==> config.mk <==
export PLATFORM = sky130hd
export DESIGN_NAME = iob_reset_sequencer
export DESIGN_NICKNAME = d
export VERILOG_FILES = /design/src/rtl/iob_reset_sequencer.sv
export SDC_FILE = /design/constraint.sdc
export NUM_CORES = 1
export LEC_CHECK = 0
export BUFFER_PORTS_ARGS = -buffer_cell sky130_fd_sc_hd__buf_2
export CELL_PAD_IN_SITES_DETAIL_PLACEMENT = 0
export CELL_PAD_IN_SITES_GLOBAL_PLACEMENT = 1
export CORE_ASPECT_RATIO = 0.75
export CORE_MARGIN = 5
export CORE_UTILIZATION = 42
export DETAILED_ROUTE_END_ITERATION = 10
export PLACE_DENSITY = 0.89
export SLEW_MARGIN = 20
export SYNTH_ARGS = -nofsm -noshare
export SYNTH_HDL_FRONTEND = slang
export SYNTH_SLANG_ARGS = --single-unit
==> constraint.sdc <==
create_clock -name clk_i -period 2.7 [get_ports clk_i]
set_clock_uncertainty 0.15 [all_clocks]
set_input_delay 0.135 -clock clk_i [delete_from_list [all_inputs] [get_ports clk_i]]
set_output_delay 0.135 -clock clk_i [all_outputs]
set_load 0.01 [all_outputs]
==> src/rtl/iob_reset_sequencer.sv <==
// Staged reset sequencer for the generated clock domain: qualifies PLL/MMCM lock,
// holds every downstream reset, then releases them one stage at a time (bit 0 first).
module iob_reset_sequencer #(
   parameter int N_STAGES    = 3,
   parameter int HOLD_CYCLES = 16,
   parameter int STAGE_GAP   = 8,
   parameter int LOCK_FILT   = 4
) (
   input  logic                clk_i,
   input  logic                rst_i,
   input  logic                lock_i,
   input  logic                sw_rst_i,
   output logic [N_STAGES-1:0] rst_o,
   output logic                ready_o,
   output logic [2:0]          state_o,
   output logic [7:0]          lock_loss_cnt_o
);

   localparam int MAX_HG  = (HOLD_CYCLES > STAGE_GAP) ? HOLD_CYCLES : STAGE_GAP;
   localparam int CNT_MAX = (MAX_HG > LOCK_FILT) ? MAX_HG : LOCK_FILT;
   localparam int CNT_W   = (CNT_MAX > 1) ? $clog2(CNT_MAX) : 1;

   localparam logic [CNT_W-1:0]    HOLD_LAST = CNT_W'(HOLD_CYCLES - 1);
   localparam logic [CNT_W-1:0]    GAP_LAST  = CNT_W'(STAGE_GAP - 1);
   localparam logic [CNT_W-1:0]    FILT_LAST = CNT_W'(LOCK_FILT - 1);
   localparam logic [N_STAGES-1:0] ALL_ON    = {N_STAGES{1'b1}};

   typedef enum logic [2:0] {
      S_RESET     = 3'd0,
      S_WAIT_LOCK = 3'd1,
      S_HOLD      = 3'd2,
      S_RELEASE   = 3'd3,
      S_RUN       = 3'd4
   } state_t;

   state_t              state_q, state_d;
   logic [N_STAGES-1:0] stage_q, stage_d;
   logic                ready_q, ready_d;
   logic [CNT_W-1:0]    filt_q, filt_d;
   logic [CNT_W-1:0]    phase_q, phase_d;
   logic [7:0]          loss_q, loss_d;
   logic [N_STAGES-1:0] shifted;
   logic                lock_meta, lock_sync;
   logic                lock_lost;

   // lock_i comes from the PLL/MMCM and is not related to clk_i.
   always_ff @(posedge clk_i) begin
      lock_meta <= lock_i;
      lock_sync <= lock_meta;
   end

   // filt_q counts consecutive lock=1 samples while waiting for lock, and
   // consecutive lock=0 samples once the sequence is under way.
   assign lock_lost = (filt_q == FILT_LAST) && !lock_sync;

   always_comb begin
      state_d = state_q;
      stage_d = stage_q;
      ready_d = ready_q;
      filt_d  = filt_q;
      phase_d = phase_q;
      loss_d  = loss_q;
      shifted = stage_q << 1;

      case (state_q)
         S_WAIT_LOCK: begin
            if (lock_sync) begin
               if (filt_q == FILT_LAST) begin
                  state_d = S_HOLD;
                  filt_d  = '0;
                  phase_d = '0;
               end else begin
                  filt_d = filt_q + 1'b1;
               end
            end else begin
               filt_d = '0;
            end
         end

         S_HOLD, S_RELEASE, S_RUN: begin
            if (lock_lost) begin
               state_d = S_WAIT_LOCK;
               stage_d = ALL_ON;
               ready_d = 1'b0;
               filt_d  = '0;
               phase_d = '0;
               loss_d  = (loss_q == 8'hFF) ? loss_q : loss_q + 8'd1;
            end else if (sw_rst_i) begin
               state_d = lock_sync ? S_HOLD : S_WAIT_LOCK;
               stage_d = ALL_ON;
               ready_d = 1'b0;
               filt_d  = '0;
               phase_d = '0;
            end else begin
               filt_d = lock_sync ? '0 : filt_q + 1'b1;
               if (state_q == S_HOLD) begin
                  if (phase_q == HOLD_LAST) begin
                     phase_d = '0;
                     stage_d = ALL_ON << 1;
                     if ((ALL_ON << 1) == '0) begin
                        state_d = S_RUN;
                        ready_d = 1'b1;
                     end else begin
                        state_d = S_RELEASE;
                     end
                  end else begin
                     phase_d = phase_q + 1'b1;
                  end
               end else if (state_q == S_RELEASE) begin
                  // Shifting a zero in from the bottom keeps lower stages released first.
                  if (phase_q == GAP_LAST) begin
                     phase_d = '0;
                     stage_d = shifted;
                     if (shifted == '0) begin
                        state_d = S_RUN;
                        ready_d = 1'b1;
                     end
                  end else begin
                     phase_d = phase_q + 1'b1;
                  end
               end
            end
         end

         default: begin
            // S_RESET and the unused encodings 5-7.
            state_d = S_WAIT_LOCK;
            stage_d = ALL_ON;
            ready_d = 1'b0;
            filt_d  = '0;
            phase_d = '0;
         end
      endcase
   end

   always_ff @(posedge clk_i) begin
      if (rst_i) begin
         state_q <= S_RESET;
         stage_q <= ALL_ON;
         ready_q <= 1'b0;
         filt_q  <= '0;
         phase_q <= '0;
         loss_q  <= '0;
      end else begin
         state_q <= state_d;
         stage_q <= stage_d;
         ready_q <= ready_d;
         filt_q  <= filt_d;
         phase_q <= phase_d;
         loss_q  <= loss_d;
      end
   end

   assign rst_o           = stage_q;
   assign ready_o         = ready_q;
   assign state_o         = state_q;
   assign lock_loss_cnt_o = loss_q;

endmodule

### After elaboration in Yosys (flattened, before gate mapping)

Index checks and enable logic that the tools add are counted.

| word-level totals | value |
|---|---|
| register bits after elaboration | 25 |
| logic and storage cells | 80 |

| operators by class | value |
|---|---|
| $add $sub $neg | 3 |
| eq/ne operators | 18 |
| multiplexer cells | 40 |
| bitwise logic cells | 2 |
| reductions and logical operators | 9 |

Operators with widths:

| cell | count |
|---|---|
| $mux W4 | 13 |
| $mux W3 | 15 |
| $ne A5 B5 Y1 const B | 4 |
| $ne A4 B4 Y1 const B | 4 |
| $pmux W4 S2 | 2 |
| $pmux W3 S2 | 2 |
| $add A4 B1 Y4 const B | 2 |
| $add A8 B1 Y8 const B | 1 |
| $eq A8 B8 Y1 const B | 1 |
| $eq A3 B2 Y1 const B | 2 |
| $mux W1 | 6 |
| $reduce_and A3 Y1 | 2 |
| $reduce_and A6 Y1 | 1 |
| $reduce_and A5 Y1 | 1 |
| $eq A4 B2 Y1 const B | 1 |
| $eq A4 B3 Y1 const B | 1 |
| $eq A4 B4 Y1 const B | 1 |
| $ne A2 B2 Y1 const B | 2 |
| $reduce_and A4 Y1 | 1 |
| $eq A3 B1 Y1 const B | 1 |
| $eq A3 B3 Y1 const B | 1 |
| $logic_not A3 Y1 | 1 |
| $reduce_or A3 Y1 | 1 |
| $mux W2 | 1 |
| other kinds (4) | 5 |

### Longest topological paths before layout

| depth | value |
|---|---|
| depth after elaboration | 8 |
| depth in mapped cells | 7 |

### Worst setup path before layout

Ideal clock, no wire load.

| path | value |
|---|---|
| kind | flip-flop to flip-flop |
| start point | register filt_q[0] |
| end point | register phase_q[2] |
| library setup time | 70 ps |
| arrival | 1864 ps |
| required time | 2480 ps |
| path slack | 616 ps |
| cell stages (with the launch flop) | 8 |
| buffers on the path | 1 |
| period minus slack after synthesis | 2084 ps |
| cells stage by stage | dfxtp_1 ha_1 or4b_4 buf_6 nand3_2 a21oi_2 or4b_1 a21oi_1 |

| between the ends | value |
|---|---|
| longest elaborated chain between the ends | 4 |

RTL lines:

| element | RTL line | text |
|---|---|---|
| from (decl) | 39 | `logic [CNT_W-1:0] filt_q, filt_d;` |
| from (signal assigned) | 148 | `filt_q <= filt_d;` |
| $eq A4 B2 Y1 * | 54, 68 |  |
| $logic_and A1 B1 Y1 | 54 | `assign lock_lost = (filt_q == FILT_LAST) && !lock_sync;` |
| $ne A5 B5 Y1 (no line) or $mux W4 (tied branches) | - |  |
| $reduce_and A3 Y1 (no line) or $pmux W4 S2 (tied branches) | - |  |
| to (signal assigned) | 149 | `phase_q <= phase_d;` |
| to (decl) | 40 | `logic [CNT_W-1:0] phase_q, phase_d;` |

Every way passes the cells marked *; elsewhere a longest branch is shown, timed or not.
A chain may end at the register's enable or synchronous reset.

### Worst setup path after layout

| path | value |
|---|---|
| start point | register state_q[0] (netlist: state_o[0]) |
| end point | register state_q[1] (netlist: state_o[1]) |

| between the ends | value |
|---|---|
| longest elaborated chain between the ends | 5 |

RTL lines:

| element | RTL line | text |
|---|---|---|
| from (decl) | 36 | `state_t state_q, state_d;` |
| from (signal assigned) | 145 | `state_q <= state_d;` |
| $eq A3 B2 Y1 | 65, 96 |  |
| $mux W3 | 96 | `if (state_q == S_HOLD) begin` |
| $mux W3 | 88 | `end else if (sw_rst_i) begin` |
| $mux W3 | 81 | `if (lock_lost) begin` |
| $pmux W3 S2 | 65 | `case (state_q)` |

Parallel ways exist; a longest one is shown, timed or not.

==> results.md <==
* Status: finished clean
* Antenna diodes at 0
* Max Fanout on Critical Path at 10
* CP bufs+invs at 1
* H-tree levels at 1
* Die Area at about 4400 µm²
* DP Area at 1410 µm²
* Cell Chain, Critical Path: inv_1, or4_1, nor3_1, o21ai_0, o31a_1
* Power Density at 631 nW/µm²
* Num CTS Buffers at 3
* Startpoint types: register
* Routing usage on met3 at ~4.3%
* Req. time, crit path at 2710 ps
* Yosys reg bits at 25
* Average wire per standard cell at 13.5 µm
* Vias in the first global route at around 1.1k
* Max rail drop VDD at between 0.2 and 0.3 mV
* Post-synth top area cell: dfxtp_1
* Worst-Skew Late Latency at between 200 and 300 ps
* GRT busiest layer: met2
* Shortest period the worst path allows at between 2000 and 2500 ps
* Final setup fails at 0
* FP Rows at 17
* CTS Buffer Depth at 2
* Yosys warnings at 0
* Placer Congestion at approximately 0.85
* Delay-heaviest family, CP: simple AND/OR/NAND/NOR gates
* Met1 GRT Util at roughly 18%
* Number of synthesized flops with an enable pin at 0
* Share of the synthesized area in the top cell type at 37.4%
* Worst Hold Class: in -> reg
* Final wirelength at 2810 µm
* Max Slew Vio Count at 0
* Unrepaired setup endpoints after global routing: no
* Setup Crit Path Kind: reg -> reg
* Antenna viol nets, final at 0
* P_leak at ~0.56 nW
* Largest net degree at the start of global routing at 22
* Via/cell ratio at between 5 and 6
* Final Core Density at between 40 and 50%
* Slew headroom at between 60% and 70%
* Cells after synthesis at ~150
* Post-DP HPWL at roughly 2100 µm
* Syn_area_per_cell at ~8.7 µm²
* DRC Markers at 0
* Synth-to-Final Area Change at 9.35%
* Slew @ Worst Pin at 538 ps
* Die W at around 75 µm
* Met2 usage at a little over a fifth
* Ys flop type: dfxtp_1
* WHS at 107 ps
* Port bufs at 18
* Total GRT Usage at around an eighth
* Initial antenna violation count at 0
* Starting DRT DRC Count at ~110
* Most frequent cells in the layout: dfxtp_1 (25), nor2_1 (24), buf_2 (18)
* Fmax at 448 MHz
* Share of cells above drive strength 1 at between 10% and 20%
* Period utilisation layout at between 80 and 90%
* CP max-delay cell: dfxtp_1
* Nets at approximately 180
* Async set-reset flop share out of synthesis at 0%
* Synth area leaders: dfxtp_1 (37%), nor2_1 (6.7%), a21oi_1 (3.7%)
* Crit end category: register
* Syn_nets at around 160
* Final instance area at 1460 µm²
* Seq/Total Area, Yosys at between 30% and 40%
* Arrival time at the worst endpoint at about 2200 ps
* Synth Cell Area at about 1300 µm²
* Max-cap violations at 0
* Most common cell after layout, fill and taps aside: dfxtp_1
* Core Area at approximately 3000 µm²
* First-pass GRT wire length at 4760 µm
* Worst R2R Setup Slack at ~470 ps
* First-pass iteration count of the detailed router at 4
* Die height at a little under 60 µm
* GRT overflow at 0
* Crit-path max cell delay at around 530 ps
* Sink Count at 25
* Io pins at 19
* Starting density of the core at roughly 45%
* Setup_tns at 0 ps
* Final Hold Viols at 0
* Clock slew at reported path FFs at 90 ps
* Yosys cell types at 46
* Routed vias at 1198
* CTS tree: built
* CTS Root Cell: clkbuf_8
cells by family (layout without fill, tap and decap cells):
family	Yosys count	in the layout	share of synthesized area, %
AND/OR/NAND/NOR	67	67	27.7
buffers and inverters	10	26	5.99
multiplexers	2	2	1.50
AO/OA/AOI/OAI	38	38	18.7
flip-flops	25	25	37.4
XOR/XNOR	9	9	5.89
adder cells (fa/ha/maj)	3	3	2.81
metal layers:
| layer | part of all wire, % | vias to the layer above |
|---|---|---|
| met5 | 0 | - |
| met4 | 0.43 | 0 |
| met3 | 7.8 | 2 |
| met2 | 44 | 52 |
| met1 | 47 | 550 |
| li1 | - | 594 |
cell usage after synthesis (2+ instances only):
master and count:
nand2b_1 3, nand2_1 6, a21oi_1 10, and3_1 3
dfxtp_1 25, o21bai_1 4, or3_1 2, o211ai_1 2
a211oi_1 5, or3b_2 3, nand3b_1 2, ha_1 3
mux2i_1 2, nor2_1 24, nor3b_1 4, or4_1 2
inv_1 3, nand4_1 2, o21ai_0 6, nor3_1 2
nand3_1 6, xor2_1 5, xnor2_1 4, buf_6 4
registers in the layout, indices dropped and copies added (netlist names):
register	flops
lock_sync	1
filt_q	4
lock_loss_cnt_o	8
rst_o	3
ready_o	1
lock_meta	1
state_o	3
phase_q	4
timing repair:
action / CTS / global route
setup endpoints to repair: 0 / 0
resized for setup: 0 / 0
hold buffers: 1 / 0
setup buffers: 0 / 0
endpoints found under the hold margin: 1 / 0
area by class of cell:
cell class,count,area (µm²)
fill,292,1540
multi-input combinational,119,757
sequential,25,500
timing repair buffer,19,100
tap,38,47.5
clock buffer,3,41.3
inverter,3,11.3
clock inverter,1,5.00
through the flow:
| stage | total power, mW | std cells | setup WS, ps |
|---|---|---|---|
| global route | 0.979 | 208 | 282 |
| CTS | 0.926 | 208 | 484 |
| detailed placement | 0.705 | 203 | 492 |
| global placement | 0.701 | 203 | 520 |
| floorplan | 0.662 | 154 | 616 |
| finish | 0.923 | 208 | 467 |
worst register-to-register path: stages, from the launching register on:
cell and delay (ps):
dfxtp_1 530, inv_1 150, or4_1 510, nor3_1 280
o21ai_0 230, o31a_1 280
power breakdown:
| part | total, mW | switching (mW) | internal (mW) |
|---|---|---|---|
| Clock | 0.219 | 0.116 | 0.103 |
| Combinational | 0.265 | 0.154 | 0.111 |
| Sequential | 0.439 | 0.0487 | 0.390 |
| Total | 0.923 | 0.319 | 0.604 |
path summary, 6_finish.rpt:
| path | endpoint | cells after the start | startpoint |
|---|---|---|---|
| worst min-delay path | lock_loss_cnt_o[4]$_SDFFE_PP0P_ | 2 | rst_i |
| worst min register to register | lock_sync$_DFF_P_ | 0 | lock_meta$_DFF_P_ |
| worst max register to register | state_o[1]$_SDFFE_PP0P_ | 5 | state_o[0]$_SDFFE_PP0P_ |
| worst max-delay path | state_o[1]$_SDFFE_PP0P_ | 5 | state_o[0]$_SDFFE_PP0P_ |
(Power assumes the default switching activity.)
